File: config.mk
export PLATFORM = sky130hd
export DESIGN_NAME = div_unit
export DESIGN_NICKNAME = d
export VERILOG_FILES = /design/src/rtl/div_unit.sv
export SDC_FILE = /design/constraint.sdc
export NUM_CORES = 1
export LEC_CHECK = 0
export ABC_CLOCK_PERIOD_IN_PS = 15000
export CAP_MARGIN = 10
export CORE_ASPECT_RATIO = 1.75
export CORE_MARGIN = 4
export CORE_UTILIZATION = 35
export CTS_CLUSTER_SIZE = 12
export DETAILED_ROUTE_END_ITERATION = 6
export PLACE_DENSITY = 0.62
export SLEW_MARGIN = 20
export SYNTH_ARGS = -nofsm -noshare
export SYNTH_HDL_FRONTEND = slang
export SYNTH_SLANG_ARGS = --single-unit
File: constraint.sdc
create_clock -name clk -period 15 [get_ports clk]
set_clock_uncertainty 0.2 [all_clocks]
set_input_delay 2.25 -clock clk [delete_from_list [all_inputs] [get_ports clk]]
set_output_delay 2.25 -clock clk [all_outputs]
set_load 0.02 [all_outputs]
File: src/rtl/div_unit.sv
// Radix-2 restoring divider for DIV/DIVU: one quotient bit per clock.
// Result is {remainder, quotient}. Sign fix is applied on the final step.
module div_unit #(
  parameter int WIDTH = 32
) (
  input  logic               clk,
  input  logic               rst,
  input  logic               signed_div,
  input  logic [WIDTH-1:0]   opdata1,
  input  logic [WIDTH-1:0]   opdata2,
  input  logic               start,
  input  logic               annul,
  output logic [2*WIDTH-1:0] result,
  output logic               ready
);
  localparam int CW = $clog2(WIDTH);
  localparam logic [CW-1:0] LAST = CW'(WIDTH - 1);

  typedef enum logic [1:0] {FREE, BY_ZERO, ON, END} state_t;

  typedef struct packed {
    logic [WIDTH-1:0] dvd;   // dividend, shifts out as quotient bits shift in
    logic [WIDTH-1:0] dvs;
    logic [WIDTH-1:0] rem;
    logic             neg_q;
    logic             neg_r;
  } op_t;

  state_t             state, nxt;
  op_t                op;
  logic [CW-1:0]      cnt;
  logic               ready_d;
  logic [2*WIDTH-1:0] result_d;

  logic               accept;
  logic [WIDTH:0]     trial, diff;
  logic               qbit;
  logic [WIDTH-1:0]   rem_nxt, quo_nxt, quo_fix, rem_fix;
  logic [WIDTH-1:0]   abs1, abs2;

  assign accept = (state == FREE) && start && !annul;
  assign abs1   = (signed_div && opdata1[WIDTH-1]) ? -opdata1 : opdata1;
  assign abs2   = (signed_div && opdata2[WIDTH-1]) ? -opdata2 : opdata2;

  // Restoring step: bring the next dividend bit into the partial remainder.
  assign trial   = {op.rem, op.dvd[WIDTH-1]};
  assign diff    = trial - {1'b0, op.dvs};
  assign qbit    = (trial >= {1'b0, op.dvs});
  assign rem_nxt = qbit ? diff[WIDTH-1:0] : trial[WIDTH-1:0];
  assign quo_nxt = {op.dvd[WIDTH-2:0], qbit};
  assign quo_fix = op.neg_q ? -quo_nxt : quo_nxt;
  assign rem_fix = op.neg_r ? -rem_nxt : rem_nxt;

  always_ff @(posedge clk or negedge rst) begin
    if (!rst) state <= FREE;
    else      state <= nxt;
  end

  always_comb begin
    nxt = state;
    case (state)
      FREE:    if (start && !annul) nxt = (opdata2 == '0) ? BY_ZERO : ON;
      BY_ZERO: nxt = annul ? FREE : END;
      ON:      if (annul) nxt = FREE;
               else if (cnt == LAST) nxt = END;
      END:     if (!start) nxt = FREE;
      default: nxt = FREE;
    endcase
  end

  always_comb begin
    ready_d  = ready;
    result_d = result;
    case (state)
      BY_ZERO: begin
        ready_d  = !annul;
        result_d = '0;
      end
      ON: begin
        if (annul) begin
          ready_d  = 1'b0;
          result_d = '0;
        end else if (cnt == LAST) begin
          ready_d  = 1'b1;
          result_d = {rem_fix, quo_fix};
        end
      end
      END: begin
        if (!start) begin
          ready_d  = 1'b0;
          result_d = '0;
        end
      end
      default: ;
    endcase
  end

  always_ff @(posedge clk or negedge rst) begin
    if (!rst) begin
      op     <= '0;
      cnt    <= '0;
      ready  <= 1'b0;
      result <= '0;
    end else begin
      ready  <= ready_d;
      result <= result_d;
      if (accept) begin
        op.dvd   <= abs1;
        op.dvs   <= abs2;
        op.rem   <= '0;
        op.neg_q <= signed_div && (opdata1[WIDTH-1] ^ opdata2[WIDTH-1]);
        op.neg_r <= signed_div && opdata1[WIDTH-1];
        cnt      <= '0;
      end else if (state == ON) begin
        op.dvd <= quo_nxt;
        op.rem <= rem_nxt;
        cnt    <= cnt + 1'b1;
      end
    end
  end
endmodule
==> results of run 1 <==
-- registers in the layout, indices dropped and copies added (netlist names) --
signal / flops
ready: 1
state: 2
op: 98
cnt: 5
result: 64
-- worst max-delay path, cell delays in order, from the launching register on --
cell,delay [ps]
dfrtp_1,450
ha_1,410
a21o_1,240
and2_4,160
or4_4,490
and3_4,190
o21ai_2,340
nand2_2,110
inv_2,460
mux2i_1,360
ha_1,270
or3b_2,480
nor2_1,270
nand2_1,90
nor3_1,150
a31oi_1,100
or4_1,580
o31ai_1,310
xor2_1,100
a22o_1,210
-- cell type report --
class                      count  area [sq um]  area share
sequential                   170          4250       0.301
inverter                      54           203      0.0143
timing repair buffer         142          1400      0.0990
clock buffer                  22           464      0.0328
tap                          450           563      0.0398
clock inverter                 9           115     0.00814
multi-input combinational   1135          7140       0.505
-- worst paths after layout --
check / endpoint / slack [ps] / cells after the start
max in group asynchronous: op[32]$_DFFE_PN0P_ / 11150 / 3
min: op[47]$_DFFE_PN0P_ / 280 / 2
min reg2reg: op[47]$_DFFE_PN0P_ / 280 / 2
max: result[60]$_DFFE_PN0P_ / 8930 / 19
min in group asynchronous: result[16]$_DFFE_PN0P_ / 1550 / 1
max reg2reg: result[60]$_DFFE_PN0P_ / 8930 / 19
-- cells by family (layout without fill, tap and decap cells) --
family / count (synthesis) / count (layout) / synth area share
compound gates: 398 / 398 / 0.203
flops: 170 / 170 / 0.359
xor+xnor: 145 / 145 / 0.107
buf+inv: 128 / 227 / 0.0413
simple gates: 487 / 487 / 0.191
fa+ha+maj: 43 / 43 / 0.0460
mux: 62 / 62 / 0.0530
-- routing by layer --
layer | GRT usage | vias up
met5 | 0 | -
met4 | 0.159 | 0
met3 | 0.0279 | 105
met2 | 0.404 | 236
met1 | 0.202 | 5221
li1 | - | 5261
-- stage by stage --
step	hold WS (ps)	utilization	instances	area (sq um)	worst slack, ps
after global placement	263	0.408	1951	13600	9090
after detailed placement	269	0.408	1951	13600	8980
after global routing	301	0.425	1982	14100	8500
after CTS	284	0.425	1982	14100	8960
after floorplan	250	-	1433	11900	9560
final	278	0.425	1982	14100	8930
-- cells in the final DEF (no fill, tap or decap), types with 4 or more instances in the layout --
cell,count
a211oi_1,29
a21boi_0,5
a21o_1,4
a21oi_1,81
a31oi_1,10
and2_1,4
and3_1,7
buf_4,9
clkbuf_16,17
clkdlybuf4s50_1,132
dfrtp_1,170
ha_1,41
inv_1,53
mux2i_1,58
nand2_1,210
nand2b_1,7
nand3_1,22
nand3b_1,4
nand4_1,11
nor2_1,107
nor2b_1,6
nor3_1,34
nor4_1,16
o21a_1,5
o21ai_0,176
o21ai_1,10
o31a_1,4
o31ai_1,23
o41ai_1,12
or2_2,6
or3_1,12
or4_1,16
xnor2_1,70
xor2_1,75
==> metrics.md, run 1 <==
| Metric | Value |
|---|---|
| Status | `finished clean` |
| WS Path Type | `reg2reg` |
| CTS root buf | `clkbuf_16` |
| Count leader, synth | `nand2_1` |
| First-iteration detailed-routing DRC count | `553` |
| Async S/R FF share, synth | `1.00` |
| FF+latch count, synth | `170` |
| Setup bufs post-CTS | `0` |
| Tmin final | `6070 ps` |
| RD Place Congestion | `0.961` |
| Crit start category | `flop` |
| # setup viols final | `0` |
| IO Port Bufs | `133` |
| Resize count post-CTS | `0` |
| DR WL met3 | `1.14 mm` |
| CTS tree | `built` |
| Unrepaired setup endpoints after global routing | `false` |
| Yosys top cell by area | `dfrtp_1` |
| Crit path max fanout | `29` |
| Largest cells by area after synthesis | `dfrtp_1, o21ai_0, nand2_1, xor2_1, xnor2_1` |
| Syn Std Cell Area | `11900 sq um` |
| Endpoint type of the worst setup path | `flop` |
| Detail Placement HPWL | `30.8 mm` |
| Worst Path Required | `15140 ps` |
| Share of cells above drive strength 1 | `0.0444` |
| Clock sink count | `170` |
| Ys flop type | `dfrtp_1` |
| CTS HTree Levels | `4` |
| Register area share after synthesis | `0.359` |
| Area delta synth->final | `19.2%` |
| Largest net degree at the start of global routing | `97` |
| Global-route wire length before repair | `61.0 mm` |
| Clk Latency, worst-skew pair | `450 ps` |
| Antenna viol nets, final | `0` |
| Fin. Hold Viols | `0` |
| Synth unique cells | `82` |
| Initial antenna violation count | `0` |
| Number of diodes | `0` |
| CTS max path bufs | `2` |
| CORE AREA | `between 30000 and 40000 sq um` |
| Mapped Cells | `1433` |
| Drt drc | `0` |
| Die H | `around 250 microns` |
| Vias per inst | `5.46` |
| Die area | `37000 sq um` |
| Final period util | `0.405` |
| Ys Warns | `0` |
| Hold buffers post-CTS | `0` |
| Hold Path Origin | `op[47]$_DFFE_PN0P_` |
| Max-slew headroom | `0.287` |
| Pins over their slew limit | `0` |
| Die width | `around 150 microns` |
| Metal2 WL | `21.6 mm` |
| Top sig layer | `met4` |
| Max-cap violation count | `0` |
| Ports | `134` |
| Total Negative Setup Slacks | `0 ps` |
| Clock-pin slew on the worst setup and hold paths | `70 ps` |
| Gr ovfl total | `0` |
| Gr usage total | `0.211` |
| Share of the synthesized area in the top cell type | `0.359` |
| Cts bufs inserted | `17` |
| HP Class | `reg2reg` |
| CP Data Arrival Time | `6210 ps` |
| Syn_area_per_cell | `about 8.3 sq um` |
| Post-synth EDFFs | `0` |
| Vias | `between 10000 and 15000` |
| Layout Nets | `1632` |
| Final WL | `39.2 mm` |
| FMAX | `165 MHz` |
| Worst Tran Pin Value | `1060 ps` |
| Filler instances | `approximately 3500` |
| Post-synth top cells | `nand2_1, o21ai_0, dfrtp_1` |
| Rows | `a little under 90` |
| CP startpoint | `op[4]$_DFFE_PN0P_` |
| Router iterations before antenna repair | `5` |
| Syn nets | `1545` |
| WL met1 | `approximately 13 mm` |
| Initial core utilization | `0.357` |
| Per-cell routed wire length | `19.8 microns` |
| Vias in the first global route | `11000` |
| Worst r2r src | `op[4]$_DFFE_PN0P_` |
Power of run 1 is left out: the tool's default activity adds up to more than one toggle a clock period on the data nets, which glitch-free logic cannot reach.
==> inputs of run 2 (changes only) <==
--- a/config.mk
+++ b/config.mk
@@ -5,7 +5,7 @@
 export SDC_FILE = /design/constraint.sdc
 export NUM_CORES = 1
 export LEC_CHECK = 0
-export ABC_CLOCK_PERIOD_IN_PS = 15000
+export ABC_CLOCK_PERIOD_IN_PS = 6400
 export CAP_MARGIN = 10
 export CORE_ASPECT_RATIO = 1.75
 export CORE_MARGIN = 4
==> constraint.sdc (replaced) <==
create_clock -name clk -period 6.4 [get_ports clk]
set_clock_uncertainty 0.2 [all_clocks]
set_input_delay 0.96 -clock clk [delete_from_list [all_inputs] [get_ports clk]]
set_output_delay 0.96 -clock clk [all_outputs]
set_load 0.02 [all_outputs]
==> run 2 against run 1 <==
Net effect:
- first-iteration DRC count up 4.7%
- die area unchanged
- critical path type unchanged
- cell count up 0.10%
- critical path depth unchanged
- setup slack worse by 8400 ps
- non-clock buffer count up 2
- routed wire length up 0.20%
- highest routed layer unchanged
- via count up 0.16%
- sequential share of layout area down 0.17 points
==> metrics.md, run 2 (synthesized netlist as in run 1, its figures left out) <==
| Metric | Value |
|---|---|
| Status | `finished clean (unchanged)` |
| Worst Tran Pin Value | `1050 ps (was 1060 ps)` |
| Largest registers | `op (98), result (64), cnt (5) (unchanged)` |
| Initial core utilization | `0.357 (unchanged)` |
| FF-to-FF End | `result[60]$_DFFE_PN0P_ (unchanged)` |
| Per-cell routed wire length | `19.8 microns (about the same)` |
| CP top delay family | `simple AND/OR/NAND/NOR gates (unchanged)` |
| Fin. Hold Viols | `0 (unchanged)` |
| Share of cells above drive strength 1 | `0.0469 (was 0.0444)` |
| Final WL | `39.3 mm (was 39.2 mm)` |
| CP Data Arrival Time | `6000 ps (was 6210 ps)` |
| Clock-pin slew on the worst setup and hold paths | `70 ps (about the same)` |
| Layout Nets | `1634 (was 1632)` |
| # setup viols final | `0 (unchanged)` |
| CTS root buf | `clkbuf_16 (unchanged)` |
| Vias per inst | `5.46 (about the same)` |
| Commonest non-fill, non-tap cell in the layout | `nand2_1 (unchanged)` |
| Top reg by flops | `op (unchanged)` |
| Tmin final | `5850 ps (was 6070 ps)` |
| Total Negative Setup Slacks | `0 ps (unchanged)` |
| IO Port Bufs | `133 (unchanged)` |
| First-iteration detailed-routing DRC count | `579 (was 553)` |
| Unrepaired setup endpoints after global routing | `false (unchanged)` |
| Area delta synth->final | `19.9% (was 19.2%)` |
| CP Cell Sequence | `ha_1, a21o_1, and2_4, or4_4, and3_4, o21ai_2, nand2_2, inv_2, mux2i_1, ha_1, or3b_2, nor2_1, nand2_1, nor3_1, a31oi_1, or4_1, o31ai_1, xor2_1, a22o_1 (unchanged)` |
| Vias in the first global route | `10900 (was 11000)` |
| Max reg flops | `98 (unchanged)` |
| Max-slew headroom | `0.289 (was 0.287)` |
| Largest net degree at the start of global routing | `95 (was 97)` |
| Slowest stage delay, CP | `560 ps (was 580 ps)` |
| Detail Placement HPWL | `30.6 mm (was 30.8 mm)` |
| Drt drc | `0 (unchanged)` |
| CP bufs+invs | `1 (unchanged)` |
| Ports | `134 (unchanged)` |
| Global-route wire length before repair | `60.5 mm (was 61.0 mm)` |
| Worst Path Required | `6540 ps (was 15140 ps)` |
| Die H | `251 microns (unchanged)` |
| HP Class | `reg2reg (unchanged)` |
| CTS tree | `built (unchanged)` |
| Die width | `147 microns (unchanged)` |
| Gr ovfl total | `0 (unchanged)` |
| R2R Setup Slk | `550 ps (was 8930 ps)` |
| CTS max path bufs | `2 (unchanged)` |
| Max-cap violation count | `0 (unchanged)` |
| Setup bufs post-CTS | `0 (unchanged)` |
| Gr usage total | `0.210 (was 0.211)` |
| Rows | `88 (unchanged)` |
| Clock sink count | `170 (unchanged)` |
| Hold buffers post-CTS | `0 (unchanged)` |
| Antenna viol nets, final | `0 (unchanged)` |
| FMAX | `171 MHz (was 165 MHz)` |
| Resize count post-CTS | `0 (unchanged)` |
| CORE AREA | `33300 sq um (unchanged)` |
| Clk Latency, worst-skew pair | `450 ps (about the same)` |
| Number of diodes | `0 (unchanged)` |
| Cts bufs inserted | `17 (unchanged)` |
| Worst r2r src | `op[4]$_DFFE_PN0P_ (unchanged)` |
| Worst setup path end | `result[60]$_DFFE_PN0P_ (unchanged)` |
| CTS HTree Levels | `4 (unchanged)` |
| Die area | `37000 sq um (unchanged)` |
| Pins over their slew limit | `0 (unchanged)` |
| Vias | `10800 (about the same)` |
| RD Place Congestion | `0.941 (was 0.961)` |
| R2r worst-path depth | `19 (unchanged)` |
| Router iterations before antenna repair | `6 (was 5)` |
| CP startpoint | `op[4]$_DFFE_PN0P_ (unchanged)` |
| Endpoint type of the worst setup path | `flop (unchanged)` |
| Crit path depth | `19 (unchanged)` |
| Crit-path slowest cell | `or4_1 (unchanged)` |
| WS Path Type | `reg2reg (unchanged)` |
| Initial antenna violation count | `0 (unchanged)` |
| Crit start category | `flop (unchanged)` |
| Highest-count cells in the layout ignoring fill and taps | `nand2_1, o21ai_0, dfrtp_1, clkdlybuf4s50_1, nor2_1 (unchanged)` |
| Crit path max fanout | `11 (was 29)` |
| Final period util | `0.915 (was 0.405)` |
| Final core utilization | `0.428 (was 0.425)` |
| Most used cell, CP | `ha_1 (unchanged)` |
run 2: cell types whose count changed in the layout (fill, tap and decap cells not counted):
cell | before | now
buf_12 | 0 | 1
buf_4 | 9 | 10
bufinv_16 | 2 | 4
clkbuf_1 | 3 | 1
clkbuf_8 | 2 | 1
clkinv_2 | 1 | 0
clkinv_4 | 2 | 1
inv_6 | 2 | 5
run 2: tightest hold or removal path: stages (launching register included):
cell and delay [ps]:
dfrtp_1 340, nand2_1 40, o21ai_0 60
run 2: worst min-delay path by stage:
stage                            from  depth (start not counted)  slack (ps)                     end
4_1_cts            op[39]$_DFFE_PN0P_                          2         290      op[39]$_DFFE_PN0P_
5_1_grt            op[39]$_DFFE_PN0P_                          2         300      op[39]$_DFFE_PN0P_
3_5_place_dp       op[39]$_DFFE_PN0P_                          2         270      op[39]$_DFFE_PN0P_
6_report       result[26]$_DFFE_PN0P_                          2         280  result[26]$_DFFE_PN0P_
3_3_place_gp   result[46]$_DFFE_PN0P_                          2         260  result[46]$_DFFE_PN0P_
2_1_floorplan      op[36]$_DFFE_PN0P_                          2         250      op[36]$_DFFE_PN0P_
run 2: area by class of cell:
type,count,area (sq um)
sequential,170,4250
clock buffer,19,443
inverter,54,203
multi-input combinational,1135,7140
clock inverter,12,188
fill,3419,19000
tap,450,563
timing repair buffer,144,1430
run 2: per-layer routing:
| layer | vias to the layer above | GRT usage | part of all wire |
|---|---|---|---|
| li1 | 5263 | - | - |
| met1 | 5240 | 0.204 | 0.34 |
| met2 | 242 | 0.407 | 0.56 |
| met3 | 95 | 0.0284 | 0.026 |
| met4 | 0 | 0.138 | 0.071 |
| met5 | - | 0 | 0 |
run 2: per-stage QoR:
stage | setup WS (ps) | cell area, sq um | hold WS, ps | instances
floorplan | 964 | 11900 | 250 | 1433
global placement | 737 | 13600 | 264 | 1953
detailed placement | 604 | 13600 | 270 | 1953
CTS | 580 | 14200 | 286 | 1984
global route | 138 | 14200 | 303 | 1984
finish | 545 | 14200 | 281 | 1984
Power of run 2 is left out for the same reason.
==> inputs of run 3 (changes only) <==
--- a/config.mk
+++ b/config.mk
@@ -9,10 +9,10 @@
 export CAP_MARGIN = 10
 export CORE_ASPECT_RATIO = 1.75
 export CORE_MARGIN = 4
-export CORE_UTILIZATION = 35
+export CORE_UTILIZATION = 58
 export CTS_CLUSTER_SIZE = 12
 export DETAILED_ROUTE_END_ITERATION = 6
-export PLACE_DENSITY = 0.62
+export PLACE_DENSITY = 0.9
 export SLEW_MARGIN = 20
 export SYNTH_ARGS = -nofsm -noshare
 export SYNTH_HDL_FRONTEND = slang
==> run 3 against run 2 <==
Net effect:
- sequential share of layout area grew 0.64 points
- fmax rose by 4.5%
- first-iteration DRC count is 34% higher
- critical path depth unchanged
- utilization grew 26 points
- global-route usage is 12 points higher
- critical endpoint unchanged
- routed wire length down 4.7%
- non-clock buffer count increased by 1
- largest cell class unchanged
- design area decreased by 2.1%
- sequential cell count unchanged
- register-to-register slack better by 250 ps
==> metrics.md, run 3 (synthesized netlist as in run 1, its figures left out) <==
| Metric | Value |
|---|---|
| FMAX | `178 MHz (was 171 MHz)` |
| Final core utilization | `0.689 (was 0.428)` |
| Fin. Hold Viols | `0 (unchanged)` |
| Setup bufs post-CTS | `0 (unchanged)` |
| Pins over their slew limit | `0 (unchanged)` |
| Share of cells above drive strength 1 | `0.0482 (was 0.0469)` |
| Area delta synth->final | `17.4% (was 19.9%)` |
| # setup viols final | `0 (unchanged)` |
| HP Class | `reg2reg (unchanged)` |
| Clk Latency, worst-skew pair | `440 ps (was 450 ps)` |
| Per-cell routed wire length | `21.0 microns (was 19.8 microns)` |
| Tmin final | `5600 ps (was 5850 ps)` |
| Hold buffers post-CTS | `0 (unchanged)` |
| Worst Path Required | `6540 ps (about the same)` |
| Top sig layer | `met4 (unchanged)` |
| Crit path max fanout | `7 (was 11)` |
| Gr ovfl total | `0 (unchanged)` |
| Rows | `69 (was 88)` |
| Number of diodes | `0 (unchanged)` |
| Die H | `197 microns (was 251 microns)` |
| Max reg flops | `98 (unchanged)` |
| First-iteration detailed-routing DRC count | `773 (was 579)` |
| Max-slew headroom | `0.286 (was 0.289)` |
| Gr usage total | `0.333 (was 0.210)` |
| RD Place Congestion | `1.02 (was 0.941)` |
| WS Path Type | `reg2reg (unchanged)` |
| Drt drc | `0 (unchanged)` |
| Layout Nets | `1635 (was 1634)` |
| WL met1 | `12.6 mm (was 13.4 mm)` |
| Commonest non-fill, non-tap cell in the layout | `nand2_1 (unchanged)` |
| Antenna viol nets, final | `0 (unchanged)` |
| Global-route wire length before repair | `58.8 mm (was 60.5 mm)` |
| Largest registers | `op (98), result (64), cnt (5) (unchanged)` |
| Initial core utilization | `0.587 (was 0.357)` |
| Clock-pin slew on the worst setup and hold paths | `70 ps (about the same)` |
| Largest net degree at the start of global routing | `91 (was 95)` |
| Final period util | `0.876 (was 0.915)` |
| CORE AREA | `20200 sq um (was 33300 sq um)` |
| CTS max path bufs | `2 (unchanged)` |
| Max-cap violation count | `0 (unchanged)` |
| CTS HTree Levels | `4 (unchanged)` |
| Detail Placement HPWL | `28.0 mm (was 30.6 mm)` |
| Ports | `134 (unchanged)` |
| Total Negative Setup Slacks | `0 ps (unchanged)` |
| Die width | `116 microns (was 147 microns)` |
| Crit start category | `flop (unchanged)` |
| Final WL | `37.4 mm (was 39.3 mm)` |
| Vias per inst | `6.29 (was 5.46)` |
| Filler instances | `1587 (was 3419)` |
| Endpoint type of the worst setup path | `flop (unchanged)` |
| Status | `finished clean (unchanged)` |
| Metal2 WL | `19.4 mm (was 22.1 mm)` |
| Highest-count cells in the layout ignoring fill and taps | `nand2_1, o21ai_0, dfrtp_1, clkdlybuf4s50_1, nor2_1 (unchanged)` |
| Cts bufs inserted | `17 (unchanged)` |
| DR WL met3 | `1.74 mm (was 1.03 mm)` |
| Initial antenna violation count | `0 (unchanged)` |
| Top reg by flops | `op (unchanged)` |
| CP Data Arrival Time | `5740 ps (was 6000 ps)` |
| IO Port Bufs | `133 (unchanged)` |
| Vias | `11200 (was 10800)` |
| CTS root buf | `clkbuf_16 (unchanged)` |
| Resize count post-CTS | `0 (unchanged)` |
| Vias in the first global route | `11200 (was 10900)` |
| CTS tree | `built (unchanged)` |
| Router iterations before antenna repair | `5 (was 6)` |
| Die area | `22900 sq um (was 37000 sq um)` |
| Worst Tran Pin Value | `1070 ps (was 1050 ps)` |
| Min Hold Slack | `279 ps (was 281 ps)` |
| Clock sink count | `170 (unchanged)` |
| Unrepaired setup endpoints after global routing | `false (unchanged)` |
-- run 3: cell count changes in the layout (fill, tap and decap cells not counted) --
cell       change
clkinv_4       +2
bufinv_16      -3
or2_4          -1
buf_4          +1
clkinv_2       +2
or2_2          +1
inv_6          -3
inv_8          +1
clkbuf_8       +2
-- run 3: worst paths after layout --
path	start	endpoint	slack, ps	depth (start not counted)
max	op[4]$_DFFE_PN0P_	result[60]$_DFFE_PN0P_	800	19
max reg2reg	op[4]$_DFFE_PN0P_	result[60]$_DFFE_PN0P_	800	19
min	op[50]$_DFFE_PN0P_	op[50]$_DFFE_PN0P_	280	2
min reg2reg	op[50]$_DFFE_PN0P_	op[50]$_DFFE_PN0P_	280	2
max in group asynchronous	rst	op[91]$_DFFE_PN0P_	4510	2
min in group asynchronous	rst	op[47]$_DFFE_PN0P_	320	1
-- run 3: layer usage --
metal,global-route usage,vias up
li1,-,5265
met1,0.341,5356
met2,0.579,421
met3,0.0579,174
met4,0.272,0
met5,0,-
-- run 3: stage by stage --
| step | setup WS, ps | std cells | instance area (sq um) |
|---|---|---|---|
| after global routing | 407 | 1784 | 13900 |
| after floorplan | 964 | 1433 | 11900 |
| after CTS | 846 | 1784 | 13900 |
| final | 796 | 1784 | 13900 |
| after global placement | 1080 | 1752 | 13300 |
| after detailed placement | 872 | 1752 | 13300 |
-- run 3: critical path, cell delays in order, from the launching register on --
cell	delay (ps)
dfrtp_1	450
ha_1	420
a21o_1	230
and2_4	160
or4_4	490
and3_4	180
o21ai_2	310
nand2_2	150
inv_2	90
mux2i_1	290
ha_1	280
or3b_2	480
nor2_1	160
nand2_1	70
nor3_1	130
a31oi_1	100
or4_1	600
o31ai_1	360
xor2_1	120
a22o_1	220
-- run 3: layout make-up --
type	instances	area, sq um	share of cell area
multi-input cells	1135	7140	0.513
flip-flops and latches	170	4250	0.306
repair buffers	145	1440	0.103
clock buffers	21	470	0.0338
well taps	248	310	0.0223
inverters	54	203	0.0146
clock inverters	11	110	0.00791
Power of run 3 is left out for the same reason.
